==> config.mk <==
export PLATFORM = sky130hd
export DESIGN_NAME = iopmp_dma_initiator
export DESIGN_NICKNAME = d
export VERILOG_FILES = /design/src/rtl/iopmp_dma_initiator_pkg.sv /design/src/rtl/iopmp_dma_initiator.sv
export SDC_FILE = /design/constraint.sdc
export NUM_CORES = 1
export LEC_CHECK = 0
export ABC_AREA = 1
export CORE_AREA = 4 4 238 240
export DETAILED_ROUTE_END_ITERATION = 16
export DIE_AREA = 0 0 242 244
export GPL_TIMING_DRIVEN = 0
export PLACE_DENSITY = 0.55
export SYNTH_ARGS = -nofsm -noshare
export SYNTH_HDL_FRONTEND = slang
export SYNTH_SLANG_ARGS = --single-unit
==> constraint.sdc <==
create_clock -name clk_i -period 1.73 [get_ports clk_i]
set_input_delay 0.346 -clock clk_i [delete_from_list [all_inputs] [get_ports clk_i]]
set_output_delay 0.346 -clock clk_i [all_outputs]
set_load 0.05 [all_outputs]
==> src/rtl/iopmp_dma_initiator_pkg.sv <==
// Shared types for the IOPMP DMA initiator: initiator FSM states,
// AXI response codes and the NSAID-extended AXI request/response bundles.
package iopmp_dma_initiator_pkg;

    localparam int AXI_ADDR_W  = 64;
    localparam int AXI_DATA_W  = 64;
    localparam int AXI_ID_W    = 4;
    localparam int AXI_NSAID_W = 8;
    localparam int AXI_STRB_W  = AXI_DATA_W / 8;

    localparam logic [1:0] AXI_RESP_OKAY   = 2'd0;
    localparam logic [1:0] AXI_RESP_EXOKAY = 2'd1;
    localparam logic [1:0] AXI_RESP_SLVERR = 2'd2;
    localparam logic [1:0] AXI_RESP_DECERR = 2'd3;

    localparam logic [1:0] AXI_BURST_INCR = 2'b01;

    typedef enum logic [2:0] {
        S_IDLE,
        S_WR_ADDR_DATA,
        S_WR_RESP,
        S_RD_ADDR,
        S_RD_DATA,
        S_DONE
    } init_state_e;

    // AW and AR share one layout; atop is simply tied off on AR.
    typedef struct packed {
        logic [AXI_ID_W-1:0]    id;
        logic [AXI_ADDR_W-1:0]  addr;
        logic [7:0]             len;
        logic [2:0]             size;
        logic [1:0]             burst;
        logic                   lock;
        logic [3:0]             cache;
        logic [2:0]             prot;
        logic [3:0]             qos;
        logic [3:0]             region;
        logic [5:0]             atop;
        logic                   user;
        logic [AXI_NSAID_W-1:0] nsaid;
    } axi_ax_nsaid_t;

    typedef struct packed {
        logic [AXI_DATA_W-1:0] data;
        logic [AXI_STRB_W-1:0] strb;
        logic                  last;
        logic                  user;
    } axi_w_t;

    typedef struct packed {
        logic [AXI_ID_W-1:0] id;
        logic [1:0]          resp;
        logic                user;
    } axi_b_t;

    typedef struct packed {
        logic [AXI_ID_W-1:0]   id;
        logic [AXI_DATA_W-1:0] data;
        logic [1:0]            resp;
        logic                  last;
        logic                  user;
    } axi_r_t;

    typedef struct packed {
        axi_ax_nsaid_t aw;
        logic          aw_valid;
        axi_w_t        w;
        logic          w_valid;
        logic          b_ready;
        axi_ax_nsaid_t ar;
        logic          ar_valid;
        logic          r_ready;
    } axi_req_nsaid_t;

    typedef struct packed {
        logic   aw_ready;
        logic   ar_ready;
        logic   w_ready;
        logic   b_valid;
        axi_b_t b;
        logic   r_valid;
        axi_r_t r;
    } axi_rsp_t;

endpackage

==> src/rtl/iopmp_dma_initiator.sv <==
// Single-outstanding AXI4 master issuing NSAID-tagged single-beat
// reads/writes on behalf of a DMA agent; every output is a flop.
module iopmp_dma_initiator
    import iopmp_dma_initiator_pkg::*;
#(
    parameter int          ADDR_WIDTH  = AXI_ADDR_W,
    parameter int          DATA_WIDTH  = AXI_DATA_W,
    parameter int          ID_WIDTH    = AXI_ID_W,
    parameter int          NSAID_WIDTH = AXI_NSAID_W,
    parameter int unsigned TXN_ID      = 0
) (
    input  logic                    clk_i,
    input  logic                    rst_i,
    input  logic                    cmd_valid_i,
    output logic                    cmd_ready_o,
    input  logic                    cmd_write_i,
    input  logic [ADDR_WIDTH-1:0]   cmd_addr_i,
    input  logic [DATA_WIDTH-1:0]   cmd_wdata_i,
    input  logic [DATA_WIDTH/8-1:0] cmd_wstrb_i,
    input  logic [NSAID_WIDTH-1:0]  cmd_nsaid_i,
    output logic                    rsp_valid_o,
    input  logic                    rsp_ready_i,
    output logic [DATA_WIDTH-1:0]   rsp_rdata_o,
    output logic [1:0]              rsp_resp_o,
    output logic                    rsp_err_o,
    output logic [15:0]             err_cnt_o,
    output axi_req_nsaid_t          req_o,
    input  axi_rsp_t                rsp_i
);

    init_state_e             state_q, state_d;
    logic                    cmd_ready_q, cmd_ready_d;
    logic                    aw_valid_q, aw_valid_d;
    logic                    w_valid_q, w_valid_d;
    logic                    ar_valid_q, ar_valid_d;
    logic                    b_ready_q, b_ready_d;
    logic                    r_ready_q, r_ready_d;
    logic                    aw_done_q, aw_done_d;
    logic                    w_done_q, w_done_d;
    logic [ADDR_WIDTH-1:0]   addr_q, addr_d;
    logic [DATA_WIDTH-1:0]   wdata_q, wdata_d;
    logic [DATA_WIDTH/8-1:0] wstrb_q, wstrb_d;
    logic [NSAID_WIDTH-1:0]  nsaid_q, nsaid_d;
    logic                    rsp_valid_q, rsp_valid_d;
    logic [DATA_WIDTH-1:0]   rdata_q, rdata_d;
    logic [1:0]              resp_q, resp_d;
    logic [15:0]             err_cnt_q, err_cnt_d;

    logic aw_hs, w_hs, aw_fin, w_fin;
    logic unused_rsp;

    assign aw_hs  = aw_valid_q & rsp_i.aw_ready;
    assign w_hs   = w_valid_q & rsp_i.w_ready;
    assign aw_fin = aw_done_q | aw_hs;
    assign w_fin  = w_done_q | w_hs;

    assign unused_rsp = ^{rsp_i.b.id, rsp_i.b.user,
                          rsp_i.r.id, rsp_i.r.last, rsp_i.r.user};

    always_comb begin
        state_d     = state_q;
        cmd_ready_d = cmd_ready_q;
        aw_valid_d  = aw_valid_q;
        w_valid_d   = w_valid_q;
        ar_valid_d  = ar_valid_q;
        b_ready_d   = b_ready_q;
        r_ready_d   = r_ready_q;
        aw_done_d   = aw_done_q;
        w_done_d    = w_done_q;
        addr_d      = addr_q;
        wdata_d     = wdata_q;
        wstrb_d     = wstrb_q;
        nsaid_d     = nsaid_q;
        rsp_valid_d = rsp_valid_q;
        rdata_d     = rdata_q;
        resp_d      = resp_q;
        err_cnt_d   = err_cnt_q;

        unique case (state_q)
            S_IDLE: begin
                if (cmd_valid_i) begin
                    addr_d      = cmd_addr_i;
                    wdata_d     = cmd_wdata_i;
                    wstrb_d     = cmd_wstrb_i;
                    nsaid_d     = cmd_nsaid_i;
                    aw_done_d   = 1'b0;
                    w_done_d    = 1'b0;
                    cmd_ready_d = 1'b0;
                    if (cmd_write_i) begin
                        state_d    = S_WR_ADDR_DATA;
                        aw_valid_d = 1'b1;
                        w_valid_d  = 1'b1;
                    end else begin
                        state_d    = S_RD_ADDR;
                        ar_valid_d = 1'b1;
                    end
                end
            end
            S_WR_ADDR_DATA: begin
                if (aw_hs) begin
                    aw_valid_d = 1'b0;
                    aw_done_d  = 1'b1;
                end
                if (w_hs) begin
                    w_valid_d = 1'b0;
                    w_done_d  = 1'b1;
                end
                if (aw_fin && w_fin) begin
                    state_d   = S_WR_RESP;
                    b_ready_d = 1'b1;
                end
            end
            S_WR_RESP: begin
                if (rsp_i.b_valid) begin
                    state_d     = S_DONE;
                    b_ready_d   = 1'b0;
                    rsp_valid_d = 1'b1;
                    rdata_d     = '0;
                    resp_d      = rsp_i.b.resp;
                end
            end
            S_RD_ADDR: begin
                if (rsp_i.ar_ready) begin
                    state_d    = S_RD_DATA;
                    ar_valid_d = 1'b0;
                    r_ready_d  = 1'b1;
                end
            end
            S_RD_DATA: begin
                // A beat with r.last low is still taken as the only beat.
                if (rsp_i.r_valid) begin
                    state_d     = S_DONE;
                    r_ready_d   = 1'b0;
                    rsp_valid_d = 1'b1;
                    rdata_d     = rsp_i.r.data;
                    resp_d      = rsp_i.r.resp;
                end
            end
            S_DONE: begin
                if (rsp_ready_i) begin
                    state_d     = S_IDLE;
                    rsp_valid_d = 1'b0;
                    cmd_ready_d = 1'b1;
                end
            end
            default: state_d = S_IDLE;
        endcase

        // Count on entry to DONE so each completion is counted once.
        if (state_q != S_DONE && state_d == S_DONE && resp_d[1]
            && err_cnt_q != 16'hFFFF) begin
            err_cnt_d = err_cnt_q + 16'd1;
        end
    end

    always_ff @(posedge clk_i) begin
        if (rst_i) begin
            state_q     <= S_IDLE;
            cmd_ready_q <= 1'b1;
            aw_valid_q  <= 1'b0;
            w_valid_q   <= 1'b0;
            ar_valid_q  <= 1'b0;
            b_ready_q   <= 1'b0;
            r_ready_q   <= 1'b0;
            aw_done_q   <= 1'b0;
            w_done_q    <= 1'b0;
            addr_q      <= '0;
            wdata_q     <= '0;
            wstrb_q     <= '0;
            nsaid_q     <= '0;
            rsp_valid_q <= 1'b0;
            rdata_q     <= '0;
            resp_q      <= '0;
            err_cnt_q   <= '0;
        end else begin
            state_q     <= state_d;
            cmd_ready_q <= cmd_ready_d;
            aw_valid_q  <= aw_valid_d;
            w_valid_q   <= w_valid_d;
            ar_valid_q  <= ar_valid_d;
            b_ready_q   <= b_ready_d;
            r_ready_q   <= r_ready_d;
            aw_done_q   <= aw_done_d;
            w_done_q    <= w_done_d;
            addr_q      <= addr_d;
            wdata_q     <= wdata_d;
            wstrb_q     <= wstrb_d;
            nsaid_q     <= nsaid_d;
            rsp_valid_q <= rsp_valid_d;
            rdata_q     <= rdata_d;
            resp_q      <= resp_d;
            err_cnt_q   <= err_cnt_d;
        end
    end

    always_comb begin
        req_o          = '0;
        req_o.aw.id    = ID_WIDTH'(TXN_ID);
        req_o.aw.addr  = addr_q;
        req_o.aw.size  = 3'($clog2(DATA_WIDTH / 8));
        req_o.aw.burst = AXI_BURST_INCR;
        req_o.aw.nsaid = nsaid_q;
        req_o.aw_valid = aw_valid_q;
        req_o.w.data   = wdata_q;
        req_o.w.strb   = wstrb_q;
        req_o.w.last   = 1'b1;
        req_o.w_valid  = w_valid_q;
        req_o.b_ready  = b_ready_q;
        req_o.ar.id    = ID_WIDTH'(TXN_ID);
        req_o.ar.addr  = addr_q;
        req_o.ar.size  = 3'($clog2(DATA_WIDTH / 8));
        req_o.ar.burst = AXI_BURST_INCR;
        req_o.ar.nsaid = nsaid_q;
        req_o.ar_valid = ar_valid_q;
        req_o.r_ready  = r_ready_q;
    end

    assign cmd_ready_o = cmd_ready_q;
    assign rsp_valid_o = rsp_valid_q;
    assign rsp_rdata_o = rdata_q;
    assign rsp_resp_o  = resp_q;
    assign rsp_err_o   = resp_q[1];
    assign err_cnt_o   = err_cnt_q;

endmodule

==> out/qor.yml <==
yosysTopAreaCellShare: 0.4712
vias_per_cell: 4.015
hp-start: "cmd_wdata_i[45]"
maxSlewHeadroom: 0.3583
drt_iter0_drc: 333
synth_seq_cells: 238
clk_path_buf_depth: 3
die_area_um2: 59050
num_vias: 10780
critPathCaptureType: "output pin"
nets: 2191
clock.fmax_mhz: 596.5
synthCells: 1318
yosysWarningCount: 0
synthFlopType: "dfxtp_1"
dr.pass1.iters: 6
worst_r2r_path_depth: 7
grt_overflow: 0
antenna_found_initial: 3
rows: 86
die_x_um: 242
drv_slew: 0
dp_hpwl_um: 35940
worst_slew_pin_slew_ns: 0.9625
start_kind: "register"
core_area_um2: 54660
finClkSkew_ns: 0.008154
grt_pass1_wl_um: 66180
hold_viol: 0
gp_congestion: 0.8411
antenna_left: 0
cts_made_buffers: 29
yosysSeqAreaShare: 0.4712
crit_path_max_incr_delay_ns: 0.39
syn_area_per_cell_um2: 7.671
port_buffers: 527
critPathMaxFanout: 2
crit_type: "reg -> out"
antenna_cells: 0
async_flop_share: 0
r2r_end: "rsp_rdata_o[17]"
fin_util: 0.3156
ir_drop_mv: 0.7548
min_path_type: "in -> reg"
r2r_start: "state_q[1]"
setup_tns_ns: 0
synth_area_leaders: "dfxtp_1 47%, nand2_1 13%, buf_4 13%, a21oi_1 10%, nor2_1 3.5%"
yosysUniqueCellTypes: 32
drive_gt1_frac: 0.3162
postPlaceCellArea_um2: 16570
yosysTopAreaCell: "dfxtp_1"
fin_crit_sh: 0.9690
cp.required_ns: 1.38
status: "finished clean"
synth_edf_count: 0
crit_path_top_delay_cell: "clkdlybuf4s15_2"
drc: 0
setup_violations: 0
wirelength_um: 45450
drv_cap: 0
clkSinkCount: 238
rrSetupSlack_ns: 0.10
wire_per_inst_um: 16.93
syn2layout_area_growth_pct: 70.65
path_buf_inv: 1
crit_chain: "clkdlybuf4s15_2"
syn-cell-area_um2: 10110
powerDensity_nw_per_um2: 1088
fin_hold_ws_ns: 0.3197
final_area_um2: 17250
cp.arrival_ns: 1.33
start_util: 0.1850
die_y_um: 244
hold_depth: 3
clk_latency_ns: 0.57
grt_max_degree: 20
period_minus_slack_ns: 1.676
io_pins: 621
synth_most_common_cell: "nand2_1"
htreeDepth: 1
cts_tree: "built"
hold-path-endpoint: "wdata_q[45]"
clk_transition_reported_paths_ns: 0.06
cts-root-buf: "clkbuf_16"
power.total_mw: 18.78
critical_path.top_delay_family: "buffers and inverters"
yosys-top-cells-count: "362 x nand2_1, 238 x dfxtp_1, 212 x a21oi_1"
track_usage: 0.1432
grt_pass1_vias: 10530
power_leakage_nw: 7.419
==> timing repair <==
action,in CTS,in global routing
gates resized for setup,1258,65
setup buffers,1,2
setup endpoints to repair,532,197
pin swaps,1,2
hold buffers,0,0
==> how the worst max path moves through the flow <==
stage / from / slack (ns) / cells after the start / to
finish: wdata_q[53] / 0.05 / 1 / req_o[179]
detailed placement: rst_i / -1.64 / 5 / err_cnt_o[7]
CTS: addr_q[23] / 0.0002 / 1 / req_o[69]
floorplan: err_cnt_o[11] / 0.01 / 9 / err_cnt_o[2]
global placement: rst_i / -1.65 / 5 / err_cnt_o[14]
global route: err_cnt_o[0] / -0.0008 / 10 / err_cnt_o[7]
==> final cells by class <==
| class | instances | area [µm²] |
|---|---|---|
| clock buffers | 45 | 905.9 |
| clock inverters | 9 | 70.07 |
| plain buffers | 238 | 1663 |
| fillers | 5893 | 37410 |
| multi-input cells | 892 | 3985 |
| repair buffers | 530 | 4851 |
| well taps | 704 | 880.8 |
| flip-flops and latches | 238 | 4781 |
| inverters | 28 | 117.6 |
==> where the power goes <==
group | internal [mW] | switching, mW
clock | 3.61 | 2.54
sequential | 5.98 | 0.361
combinational | 2.00 | 4.28
total | 11.6 | 7.18
==> metal layers <==
metal	global-route usage	share of wire	up-vias
met2	0.2616	0.50	436
met1	0.1566	0.38	4969
met5	0	0.00077	-
met3	0.05241	0.086	70
li1	-	-	5294
met4	0.03893	0.029	6
==> flip-flops by register name, summed over array words and instances (netlist names) <==
register,cells
addr_q,64
rsp_rdata_o,64
wdata_q,64
err_cnt_o,16
nsaid_q,8
wstrb_q,8
state_q,3
rsp_resp_o,2
ar_valid_q,1
aw_done_q,1
aw_valid_q,1
b_ready_q,1
cmd_ready_o,1
r_ready_q,1
rsp_valid_o,1
w_done_q,1
w_valid_q,1
==> stage by stage <==
step                      instances  setup WS, ns
final                          2684       0.05363
after global routing           2684    -0.0008302
after CTS                      2682     0.0002003
after detailed placement       2629        -1.642
after global placement         2629        -1.646
after floorplan                1398      0.009886
==> layout by cell type, fill, tap and decap left out, types with 3 or more instances in the layout <==
cell / n
buf_2: 124
nand2_2: 7
clkbuf_1: 26
nand4_1: 6
inv_1: 23
clkinv_2: 5
clkbuf_4: 20
a21oi_2: 22
clkbuf_2: 11
buf_6: 8
clkbuf_16: 29
buf_4: 202
nand3_1: 14
clkdlybuf4s15_2: 149
nand2_1: 359
o21ai_0: 13
xor2_1: 3
xnor2_1: 3
o21ai_1: 62
a21oi_1: 209
dfxtp_1: 227
clkdlybuf4s50_1: 221
nor3_1: 3
clkdlybuf4s18_2: 9
nor2_1: 94
dfxtp_2: 10
clkbuf_8: 12
conb_1: 82
inv_2: 4
==> logic make-up after synthesis <==
group	share of synthesized area
XOR/XNOR	0.005198
adder cells (fa/ha/maj)	0.001237
AO/OA/AOI/OAI	0.1630
buffers and inverters	0.1697
other	0.0007428
flip-flops	0.4712
AND/OR/NAND/NOR	0.1890
(Power assumes the default switching activity.)
